--- config.mk ---
export PLATFORM = sky130hd
export DESIGN_NAME = fib_seq_gen
export DESIGN_NICKNAME = d
export VERILOG_FILES = /design/src/rtl/fib_seq_gen.sv
export SDC_FILE = /design/constraint.sdc
export NUM_CORES = 1
export LEC_CHECK = 0
export CORE_ASPECT_RATIO = 0.7
export CORE_UTILIZATION = 52
export DETAILED_ROUTE_END_ITERATION = 7
export PLACE_DENSITY = 0.83
export SYNTH_ARGS = -nofsm -noshare
export SYNTH_HDL_FRONTEND = slang
export SYNTH_SLANG_ARGS = --single-unit
export TNS_END_PERCENT = 10
--- constraint.sdc ---
create_clock -name clk -period 3.2 [get_ports clk]
set_input_delay 0.48 -clock clk [delete_from_list [all_inputs] [get_ports clk]]
set_output_delay 0.48 -clock clk [all_outputs]
set_load 0.1 [all_outputs]
--- src/rtl/fib_seq_gen.sv ---
// Iterative generalised Fibonacci generator: F(0)=seed0, F(1)=seed1, F(k)=F(k-1)+F(k-2).
// One addition per clock; result is F(i) mod 2^W with a sticky overflow flag.
module fib_seq_gen #(
  parameter int W  = 20,
  parameter int IW = 5
) (
  input  logic          clk,
  input  logic          rst,
  input  logic          start,
  input  logic          abort,
  input  logic [IW-1:0] i,
  input  logic [W-1:0]  seed0,
  input  logic [W-1:0]  seed1,
  output logic          busy,
  output logic          done,
  output logic [W-1:0]  result,
  output logic          overflow
);

  typedef enum logic [1:0] {
    IDLE = 2'd0,
    CALC = 2'd1,
    FIN  = 2'd2
  } state_t;

  state_t        state_reg, state_next;
  logic [W-1:0]  a_reg, a_next;
  logic [W-1:0]  b_reg, b_next;
  logic [IW-1:0] cnt_reg, cnt_next;
  logic          oa_reg, oa_next;
  logic          ob_reg, ob_next;
  logic [W-1:0]  result_reg, result_next;
  logic          overflow_reg, overflow_next;
  logic [W:0]    sum;

  // oa/ob track whether the term held in a/b has ever exceeded W bits.
  assign sum = {1'b0, a_reg} + {1'b0, b_reg};

  always_ff @(posedge clk or negedge rst) begin
    if (!rst) begin
      state_reg    <= IDLE;
      a_reg        <= '0;
      b_reg        <= '0;
      cnt_reg      <= '0;
      oa_reg       <= 1'b0;
      ob_reg       <= 1'b0;
      result_reg   <= '0;
      overflow_reg <= 1'b0;
    end else begin
      state_reg    <= state_next;
      a_reg        <= a_next;
      b_reg        <= b_next;
      cnt_reg      <= cnt_next;
      oa_reg       <= oa_next;
      ob_reg       <= ob_next;
      result_reg   <= result_next;
      overflow_reg <= overflow_next;
    end
  end

  always_comb begin
    state_next    = state_reg;
    a_next        = a_reg;
    b_next        = b_reg;
    cnt_next      = cnt_reg;
    oa_next       = oa_reg;
    ob_next       = ob_reg;
    result_next   = result_reg;
    overflow_next = overflow_reg;
    case (state_reg)
      IDLE: begin
        if (start) begin
          a_next     = seed0;
          b_next     = seed1;
          cnt_next   = i;
          oa_next    = 1'b0;
          ob_next    = 1'b0;
          state_next = CALC;
        end
      end
      CALC: begin
        if (abort) begin
          state_next = IDLE;
        end else if (cnt_reg != '0) begin
          a_next   = b_reg;
          b_next   = sum[W-1:0];
          oa_next  = ob_reg;
          ob_next  = oa_reg | ob_reg | sum[W];
          cnt_next = cnt_reg - 1'b1;
        end else begin
          // Only a's flag is published; b already holds F(i+1).
          result_next   = a_reg;
          overflow_next = oa_reg;
          state_next    = FIN;
        end
      end
      FIN: begin
        state_next = IDLE;
      end
      default: begin
        state_next = IDLE;
      end
    endcase
  end

  assign busy     = (state_reg != IDLE);
  assign done     = (state_reg == FIN);
  assign result   = result_reg;
  assign overflow = overflow_reg;

endmodule

# Word level (Yosys, flattened, before mapping)
# Cells that the tools add are included.
totals:
  ff_bits: 70
  latch_bits: 0
  mem_bits_rw: 0
  mem_bits_ro: 0
  inputBits: 49
  output_inout_bits: 23
  elab_cells: 50
  mem_count: 0
op_classes:
  n_addsub: 2
  n_mul: 0
  div_mod_pow: 0
  order_cmp: 0
  n_eq_ne: 6
  shift: 0
  mux: 23
  bitwise_logic: 4
  n_reduce_logical: 7
ops:
  columns: ["op", "n"]
  rows:
  - ["$mux 20", 6]
  - ["$pmux 20 s2", 2]
  - ["$add 20x20->21", 1]
  - ["$mux 5", 3]
  - ["$pmux 5 s2", 1]
  - ["$mux 2", 3]
  - ["$ne 2x2->1 const B", 3]
  - ["$mux 1", 5]
  - ["$reduce_bool 5->1", 1]
  - ["$sub 5x1->5 const B", 1]
  - ["$pmux 1 s2", 2]
  - ["$pmux 2 s2", 1]
  - ["$reduce_and 4->1", 1]
  - ["$reduce_bool 2->1", 2]
  - ["$ne 3x3->1 const B", 1]
  - ["$reduce_and 3->1", 1]
  - ["$eq 2x1->1 const B", 1]
  - ["$eq 2x2->1 const B", 1]
  - ["$logic_not 2->1", 1]
  - ["$not 1->1", 2]
  - ["$or 1x1->1", 2]
  - ["$reduce_and 2->1", 1]

# Depth between registers and ports, before layout
# Gate-level depths: netlist (run 1).
logic_depth:
  word_depth: 5
  mapped_depth: 10
  ltp_nobuf: 10

# Worst setup path before layout (run 1)
# OpenSTA, ideal clock, no wires.
synth_path:
  kind: "flip-flop to flip-flop"
  from: "register a_reg[4]"
  to: "register b_reg[17]"
  setup_ns: 0.130
  t_arrival_ns: 2.074
  path_slack_ns: 0.996
  stages_incl_launch_ff: 9
  path_buffers: 0
  synth_period_minus_slack_ns: 2.204
  path_cell_list: "dfrtp_1 > ha_1 > o21a_1 > and3b_4 > a2111oi_4 > o21ai_1 > a21oi_1 > xor2_1 > o211ai_1"
synth_via:
  elab_chain_len: 4
synth_lines:
  columns: ["item", "line", "source"]
  rows:
  - ["start, declared", "27", "logic [W-1:0] a_reg, a_next;"]
  - ["start signal, assigned", "51", "a_reg <= a_next;"]
  - ["$add 20x20->21", "37", "assign sum = {1'b0, a_reg} + {1'b0, b_reg};"]
  - ["$mux 20", "84", "end else if (cnt_reg != '0) begin"]
  - ["$mux 20", "82", "if (abort) begin"]
  - ["$pmux 20 s2", "70", "case (state_reg)"]
  - ["end signal, assigned", "52", "b_reg <= b_next;"]
  - ["end, declared", "28", "logic [W-1:0] b_reg, b_next;"]
# Every way passes these cells. The select of a mux whose other input is x is not followed.
# A chain may end at the register's enable or synchronous reset.

# Final worst setup path (run 1)
layout_path:
  from: "register a_reg[1]"
  to: "register b_reg[13]"
# Same word-level chain as after synthesis.

==> impl_results.md, run 1 <==
* Status: completed
* Post-Layout Inst Area at roughly 5200 sq um
* Worst VDD drop at around 0.54 mV
* CTS tree: built
* Post-layout min period at approximately 2.5 ns
* DRC violations left at 0
* # diodes at 0
* Final Setup Violations at 0
* Post-DRT Antenna Nets at 0
* Switch share at a little under 50%
* CP max stage delay at between 0.5 and 0.6 ns
* Reg2Reg Launch Point: a_reg[1]
* Initial antenna violation count at 0
* Post-synthesis cell count at approximately 490
* Dpl cell area at 4840 sq um
* Relative slew slack at roughly a third
* Initial detailed-routing violation count at about 350
* Seq/Total Area, Yosys at between 40% and 50%
* Period utilization at approximately four fifths
* Vias after detailed routing at just under 4,000
* H-tree depth at 3
* Clock buffer depth at 2
* Crit Path Max Fanout at 4
* Initial core utilization at 55.1%
* P_int at about 3.3 mW
* Synth Area in Simple Gates at ~22%
* Area growth, synth to finish at 25.3%
* RSZ-0062 raised after global routing: no
* Hold-fix buffers, CTS at 0
* Layout cell share with drive strength beyond 1 at between 10% and 20%
* Ys Warns at 0
* Core Area at approximately 7500 sq um
* Setup Fix Bufs, Post-CTS at 0
* Area of the die at about 8300 sq um
* Fin nets at ~630
* Clock Power Share at roughly 17%
* Most common cell on crit path: o211ai_1
* Distinct cell type count of the synthesized netlist at 49
* FF+latch count, synth at 70
* Arrival @ worst endpoint at ~2.8 ns
* Clock latency on the worst-skew pair at ~0.34 ns
* Max frequency at 0.394 GHz
* Width of the die at approximately 110 um
* WL per Instance at approximately 17 um
* Vias in the first global route at around 3,600
* Top Ports at 72
* Drt first pass iters at 5
* Clock Tree Root: clkbuf_16
* Sink Count at 70
* First-pass GRT wire length at between 15,000 and 20,000 um
* Core Rows at 26
* Die height at around 76 um
* Synth async-reset ratio at 100%
* Final hold vios at 0
* Total gr overflow at 0
* Clock-pin slew on the worst setup and hold paths at 0.06 ns
* Compound-Gate Fraction of Synth Area at a little under a fifth
* Crit-path slowest cell: a2111oi_4
* Buf/Inv on CP at 0
* Worst Max-Slew Pin Slew at 0.972 ns
* Synthesized area per cell at 8.37 sq um
* Hpwl dp at 7770 um
* Delay-heaviest family, CP: compound AO/OA/AOI/OAI gates
* DR vias/cell at just under 6
* Post-synthesis mux area share at 0.759%
* IO buf count at 71
* CP cell instances: ha_1, a21oi_1, o211ai_1, a2111oi_4, nor2_1, a211oi_2, xor2_1, o211ai_1
* Overall power at 6.47 mW
* Hold WC Path Type: in -> async
* CP Class: reg -> reg
* Total GRT Usage at around 29%
* Syn nets at roughly 560
* Setup_tns at 0 ns
* TritonCTS buffer count at 9
* PwrDens at approximately 1300 nW/um^2
* Routability cong. at 0.945
* Synthesized area at 4120 sq um
* Pin count of the biggest net entering global routing at 38
* Sequential power share at 24.7%
* Number of synthesized flops with an enable pin at 0
* Post_cts resized at 0
* Synth Area in XOR/XNOR at approximately 3.2%
* Logic gate share of total power at between 50% and 60%
* Net Sw Power at around 3.2 mW
* Worst setup startpoint: a_reg[1]
* Largest family of logic cells by synthesized area: simple AND/OR/NAND/NOR gates
* Leakage at approximately 2.4 nW
* Final wirelength at 11,200 um
* Primary FF master, synth: dfrtp_1
* CP Data Required Time at 3.41 ns
* Adder-cell share of the synthesized area at under 10%
* Max Cap Violations at 0
* Final Max Slew Viols at 0
* Critical Path End Type: register
* CP Launch Type: register
* Clk_skew at 0.00607 ns
final timing paths:
check | depth (start not counted) | slack, ns | end
worst max-delay path | 8 | 0.66 | b_reg[13]
worst min-delay path | 1 | 0.26 | result[7]
worst max register to register | 8 | 0.66 | b_reg[13]
worst min register to register | 2 | 0.47 | result[0]
max in group asynchronous | 2 | 2.26 | a_reg[14]
min in group clk | 2 | 0.47 | result[0]
power by group through the flow:
| stage | clock (mW) | sequential (mW) | combinational [mW] |
|---|---|---|---|
| floorplan | 0 | 2.12 | 2.36 |
| global placement | 0 | 1.57 | 3.59 |
| detailed placement | 0 | 1.60 | 3.68 |
| CTS | 1.10 | 1.59 | 3.74 |
| global route | 1.15 | 1.65 | 4.10 |
| finish | 1.09 | 1.60 | 3.79 |
layer usage:
metal  wire (um)  share of wire [%]  vias to the layer above  GRT usage (%)
li1            -                  -                     1830              -
met1        5180                 46                     1827           41.4
met2        4860                 43                      170           42.4
met3        1030                9.1                       17           10.4
met4         146                1.3                        0           6.22
met5           0                  0                        -              0
layout make-up:
| cell class | instances | area, sq um |
|---|---|---|
| clock buffers | 9 | 225 |
| clock inverters | 7 | 97.6 |
| fillers | 632 | 2320 |
| inverters | 12 | 45.0 |
| multi-input cells | 384 | 2170 |
| flip-flops and latches | 70 | 1750 |
| well taps | 98 | 123 |
| repair buffers | 80 | 748 |
stage by stage:
| step | setup slack (ns) | hold WS [ns] | utilization (%) | std cells |
|---|---|---|---|---|
| 3_3_place_gp | 0.821 | 0.459 | 64.7 | 644 |
| 6_report | 0.661 | 0.258 | 69.0 | 660 |
| 3_5_place_dp | 0.781 | 0.464 | 64.7 | 644 |
| 5_1_grt | 0.539 | 0.324 | 69.0 | 660 |
| 4_1_cts | 0.680 | 0.291 | 69.0 | 660 |
| 2_1_floorplan | 0.996 | 0.184 | - | 492 |
synthesized netlist by cell type (2+ instances only):
cell type    n  area share [%]
o21a_1       4            0.73
inv_1       11             1.0
nor2b_1      5            0.76
nor2_1      52             4.7
clkbuf_8     3             1.0
a31oi_1     24             3.6
a221o_1      3            0.73
xnor2_1      7             1.5
nor3_1       4            0.49
o211ai_1     4            0.73
mux2i_1      2            0.49
a211oi_1     6             1.1
o21ai_0     23             2.8
o22ai_1      2            0.30
a21oi_1     34             4.1
dfrtp_1     70              43
nand3_1     11             1.3
o221ai_1     3            0.64
and3_1       3            0.46
a22oi_1      6             1.1
buf_2        6            0.73
nand2b_1     2            0.30
clkbuf_1    14             1.3
a21o_1       4            0.73
xor2_1       8             1.7
o2111ai_1    2            0.43
buf_6        3            0.82
nand2_1    134              12
ha_1        22             6.7
kinds of logic (layout without fill, tap and decap cells):
logic type | after synthesis | after routing
adders and majority gates | 23 | 23
buffers and inverters | 38 | 108
muxes | 3 | 3
and+or+nand+nor | 221 | 221
AOI/OAI and AO/OA | 122 | 122
DFF | 70 | 70
xor gates and xnor gates | 15 | 15
layout by cell type (no fill, tap or decap), drive strengths merged, types with 3 or more instances in the layout:
cell           Yosys  layout
a21o               5       5
dfrtp             70      70
inv               12      13
and3               4       4
a22oi              6       6
o221ai             3       3
a221o              3       3
ha                22      22
a21oi             34      34
clkbuf            17       9
nor2              52      52
nor3               5       5
xor2               8       8
xnor2              7       7
a211oi             7       7
o21ai             24      24
nor2b              6       6
nand3             11      11
o211ai             4       4
buf                9      30
o21a               4       4
nand2            134     134
a31oi             24      24
clkdlybuf4s50      0      50
No activity file was read; power rests on OpenSTA's default activity.
==> run 2, diff against run 1 <==
--- a/config.mk
+++ b/config.mk
@@ -6,9 +6,9 @@
 export NUM_CORES = 1
 export LEC_CHECK = 0
 export CORE_ASPECT_RATIO = 0.7
-export CORE_UTILIZATION = 52
+export CORE_UTILIZATION = 48
 export DETAILED_ROUTE_END_ITERATION = 7
-export PLACE_DENSITY = 0.83
+export PLACE_DENSITY = 0.81
 export SYNTH_ARGS = -nofsm -noshare
 export SYNTH_HDL_FRONTEND = slang
 export SYNTH_SLANG_ARGS = --single-unit
==> constraint.sdc (replaced) <==
create_clock -name clk -period 2.1 [get_ports clk]
set_input_delay 0.315 -clock clk [delete_from_list [all_inputs] [get_ports clk]]
set_output_delay 0.315 -clock clk [all_outputs]
set_load 0.1 [all_outputs]
==> impl_results.md, run 2 (same netlist as run 1, synthesis figures left out) <==
* # diodes at 0
* Hold-fix buffers, CTS at 0
* Area growth, synth to finish at 39.1%
* Die height at 79.5 um
* Clock-pin slew on the worst setup and hold paths at roughly 0.060 ns
* Clock Tree Root: clkbuf_16
* Setup ws final at -0.128 ns
* Setup_tns at -0.576 ns
* Period utilization at 106%
* CTS tree: built
* Initial detailed-routing violation count at between 200 and 300
* IO buf count at between 70 and 80
* Core Rows at 27
* Clk_skew at approximately 0.0063 ns
* Commonest non-fill, non-tap cell in the layout: nand2_1
* TritonCTS buffer count at 9
* First-pass GRT wire length at about 20,000 um
* Most Used Layer, Global Route: met2
* PwrDens at approximately 2000 nW/um^2
* Placed Cells at between 600 and 700
* Total GRT Usage at ~28%
* Top Ports at 72
* Status: complete, but fails checks
* Leakage at roughly 2.7 nW
* CP Data Required Time at 2.33 ns
* CP Launch Type: register
* Max frequency at ~0.45 GHz
* Clock buffer depth at 2
* DR vias/cell at approximately 5.8
* H-tree depth at 3
* Relative slew slack at 64.7%
* Post-DRT Antenna Nets at 0
* Hold WC Path Type: in -> async
* Overall power at 11.4 mW
* Met1 usage at between 30% and 40%
* Pin count of the biggest net entering global routing at a little over 70
* Crit Path Max Fanout at 4
* Initial core utilization at around half
* CP Class: reg -> reg
* Final Hold Slack at -0.0410 ns
* Layout cell share with drive strength beyond 1 at 23.6%
* Most frequent cells in the layout: nand2_1 (132), buf_4 (81), dfrtp_1 (70)
* Initial antenna violation count at 0
* Width of the die at around 110 um
* Drt first pass iters at 5
* Fin cells at about 700
* Core Area at approximately 8100 sq um
* Area of the die at roughly 9000 sq um
* Failing checks: hold timing, setup timing
* Max Cap Violations at 0
* Total gr overflow at 0
* GR Layer Usage met2 at 46.2%
* Final Max Slew Viols at 0
* Critical Path End Type: register
* Final hold vios at 16
* Grt met3 use at about 6.6%
* Vias after detailed routing at 4,097
* WL per Instance at 16.9 um
* Routability cong. at just over 0.9
* Hpwl dp at between 8000 and 9000 um
* Final wirelength at 12,000 um
* Post-layout min period at 2.23 ns
* Vias in the first global route at 4,140
* Fin nets at 680
* Final Setup Violations at 8
* DRC violations left at 0
* Dpl ws at -0.246 ns
* Arrival @ worst endpoint at approximately 2.5 ns
* Worst VDD drop at just under 0.9 mV
* Clock latency on the worst-skew pair at between 0.3 and 0.4 ns
* Worst Max-Slew Pin Slew at approximately 0.53 ns
* Sink Count at 70
* RSZ-0062 raised after global routing: yes
[run 2: repair_timing]
item	CTS	global route
endpoints found under the setup margin	14	20
setup buffers	6	0
gates resized for setup	17	24
pin swaps	18	11
[run 2: metrics by stage]
step	hold slack [ns]	util [%]	area, sq um
2_1_floorplan	0.0194	-	4150
3_3_place_gp	0.367	64.4	5200
3_5_place_dp	0.377	64.4	5200
4_1_cts	0.0166	69.6	5620
5_1_grt	0.0400	71.0	5730
6_report	-0.0410	71.0	5730
[run 2: critical path, cell delays in order, from the launching register on]
cell and delay [ns]:
dfrtp_1 0.39, ha_1 0.33, o21a_1 0.15, and3b_4 0.20
a2111oi_4 0.34, buf_4 0.21, nor2b_4 0.05, a31oi_4 0.18
mux2i_1 0.20, nor2_1 0.06
[run 2: path summary, 6_finish.rpt]
check | start | end | slack (ns) | cells after the start
max in group asynchronous | rst | a_reg[0] | 1.77 | 2
min in group clk | result[2] | result[2] | 0.47 | 2
worst min register to register | result[2] | result[2] | 0.47 | 2
worst max-delay path | a_reg[5] | b_reg[19] | -0.13 | 9
worst min-delay path | rst | result[0] | -0.04 | 2
worst max register to register | a_reg[5] | b_reg[19] | -0.13 | 9
[run 2: area by class of cell]
cell class              instances  area, sq um
multi-input cells             384         2410
fillers                       624         2340
flip-flops and latches         70         1750
repair buffers                131         1120
clock buffers                  13          270
well taps                     101          126
inverters                      12         45.0
clock inverters                 1         5.00
[run 2: per-layer routing]
layer / routed length (um) / up-vias
met5: 0 / -
met4: 318 / 0
met3: 858 / 29
met2: 5570 / 168
met1: 5300 / 1972
li1: - / 1928
[run 2: power by group]
part | leakage [nW] | switching [mW] | internal [mW]
combinational | 1.67 | 4.33 | 3.21
clock | 0.138 | 0.566 | 0.881
sequential | 0.857 | 0.505 | 1.93
total | 2.66 | 5.40 | 6.03
==> run 3, diff against run 2 <==
--- a/config.mk
+++ b/config.mk
@@ -6,9 +6,9 @@
 export NUM_CORES = 1
 export LEC_CHECK = 0
 export CORE_ASPECT_RATIO = 0.7
-export CORE_UTILIZATION = 48
+export CORE_UTILIZATION = 52
 export DETAILED_ROUTE_END_ITERATION = 7
-export PLACE_DENSITY = 0.81
+export PLACE_DENSITY = 0.83
 export SYNTH_ARGS = -nofsm -noshare
 export SYNTH_HDL_FRONTEND = slang
 export SYNTH_SLANG_ARGS = --single-unit
==> constraint.sdc (replaced) <==
create_clock -name clk -period 2.5 [get_ports clk]
set_input_delay 0.375 -clock clk [delete_from_list [all_inputs] [get_ports clk]]
set_output_delay 0.375 -clock clk [all_outputs]
set_load 0.1 [all_outputs]
==> impl_results.md, run 3 (same netlist as run 1, synthesis figures left out) <==
* Worst setup startpoint: a_reg[1]
* Final wirelength at between 10,000 and 15,000 um
* Final core occ at just under 70%
* Initial antenna violation count at 0
* Worst Max-Slew Pin Slew at 0.606 ns
* Core Area at roughly 7500 sq um
* Crit-path slowest cell: a2111oi_4
* Core Rows at 26
* Final hold vios at 0
* Vias after detailed routing at around 3,800
* PwrDens at roughly 1600 nW/um^2
* CP max stage delay at ~0.53 ns
* Top Ports at 72
* Hold WC Path Type: in -> async
* # diodes at 0
* Final Hold Slack at approximately 0.042 ns
* Area of the die at roughly 8300 sq um
* Relative slew slack at between 50% and 60%
* Crit Path Max Fanout at 4
* DRC violations left at 0
* H-tree depth at 3
* DR vias/cell at approximately 5.7
* Clk_skew at between 0.008 and 0.009 ns
* CP cell instances: ha_1, a21oi_2, o211ai_1, a2111oi_4, nor2b_2, a31oi_1, mux2i_1, nor2_1
* Commonest non-fill, non-tap cell in the layout: nand2_1
* Clock Tree Root: clkbuf_16
* Dpl cell area at just under 5000 sq um
* Vias in the first global route at around 3,600
* Final Setup Violations at 0
* Hold-fix buffers, CTS at 0
* CTS tree: built
* Post-DRT Antenna Nets at 0
* Pin count of the biggest net entering global routing at 31
* First-pass GRT wire length at between 15,000 and 20,000 um
* Critical Path End Type: register
* Clock latency on the worst-skew pair at about 0.34 ns
* Initial detailed-routing violation count at between 200 and 250
* Buf/Inv on CP at 0
* Layout cell share with drive strength beyond 1 at roughly 13%
* Final Max Slew Viols at 0
* TritonCTS buffer count at 9
* Clock-pin slew on the worst setup and hold paths at 0.06 ns
* Width of the die at about 110 um
* Drt first pass iters at 5
* Period utilization at between 90% and 100%
* Delay-heaviest family, CP: compound AO/OA/AOI/OAI gates
* Initial core utilization at approximately 55%
* Die height at 76.5 um
* Most frequent cells in the layout: nand2_1 (134), dfrtp_1 (70), nor2_1 (51)
* Leakage at between 2 and 2.5 nW
* IO buf count at 71
* Reg2Reg Launch Point: a_reg[1]
* Total GRT Usage at 28.9%
* Fin nets at about 640
* Sink Count at 70
* Status: completed
* Total gr overflow at 0
* Routability cong. at 1.06
* Post-layout min period at 2.36 ns
* Max frequency at 0.424 GHz
* Arrival @ worst endpoint at roughly 2.6 ns
* Max Cap Violations at 0
* CP Data Required Time at 2.73 ns
* Post-Layout Inst Area at slightly above 5000 sq um
* Area growth, synth to finish at 25.5%
* Hpwl dp at 8100 um
* CP Class: reg -> reg
* CP Launch Type: register
* Worst VDD drop at between 0.7 and 0.8 mV
* Fill cells at about 640
* WL per Instance at 16.6 um
* Clock buffer depth at 2
[run 3: cell types whose count changed in the layout (fill, tap and decap cells not counted), sizes merged]
cell    previous run  this run
buf               84        40
clkinv             1         4
clkbuf            13        11
bufinv             0         1
[run 3: power by group]
group | internal (mW) | switching (mW) | total, mW
sequential | 1.62 | 0.402 | 2.03
clock | 0.765 | 0.482 | 1.25
combinational | 1.81 | 3.14 | 4.95
total | 4.20 | 4.02 | 8.22
[run 3: worst register-to-register path, cell delays in order, from the launching register on]
cell and delay, ns:
dfrtp_1 0.40, ha_1 0.32, a21oi_2 0.19, o211ai_1 0.20, a2111oi_4 0.53, nor2b_2 0.10, a31oi_1 0.23, mux2i_1 0.22
nor2_1 0.05
[run 3: worst paths after layout]
kind	end	slack [ns]	cells after the start
max	b_reg[19]	0.14	8
min	result[7]	0.04	1
max reg2reg	b_reg[19]	0.14	8
min reg2reg	result[2]	0.47	2
max in group asynchronous	cnt_reg[0]	1.67	2
min in group clk	result[2]	0.47	2
[run 3: stage by stage]
step                power [mW]  worst slack (ns)  TNS (ns)  std cells
CTS                       8.11            0.0740         0        667
detailed placement        6.81            0.0971         0        651
global placement          6.70             0.160         0        651
finish                    8.22             0.144         0        667
global route              8.79           -0.0136   -0.0136        667
floorplan                 5.73             0.296         0        492
[run 3: per-layer routing]
metal	track usage [%]	up-vias	part of all wire, %
li1	-	1841	-
met1	42.4	1834	49
met2	43.1	147	44
met3	8.47	7	6.8
met4	4.32	0	0.48
met5	0	-	0
[run 3: what timing repair did]
item	CTS	global route
endpoints found under the setup margin	0	5
buffers inserted	0	0
gates resized for setup	0	5
[run 3: area by class of cell]
class | instances | area [sq um] | share of cell area, %
Tap cell | 98 | 123 | 2.37
Sequential cell | 70 | 1750 | 33.9
Multi-Input combinational cell | 384 | 2190 | 42.3
Inverter | 12 | 45.0 | 0.871
Clock inverter | 5 | 50.0 | 0.968
Clock buffer | 11 | 233 | 4.50
Timing Repair Buffer | 87 | 781 | 15.1
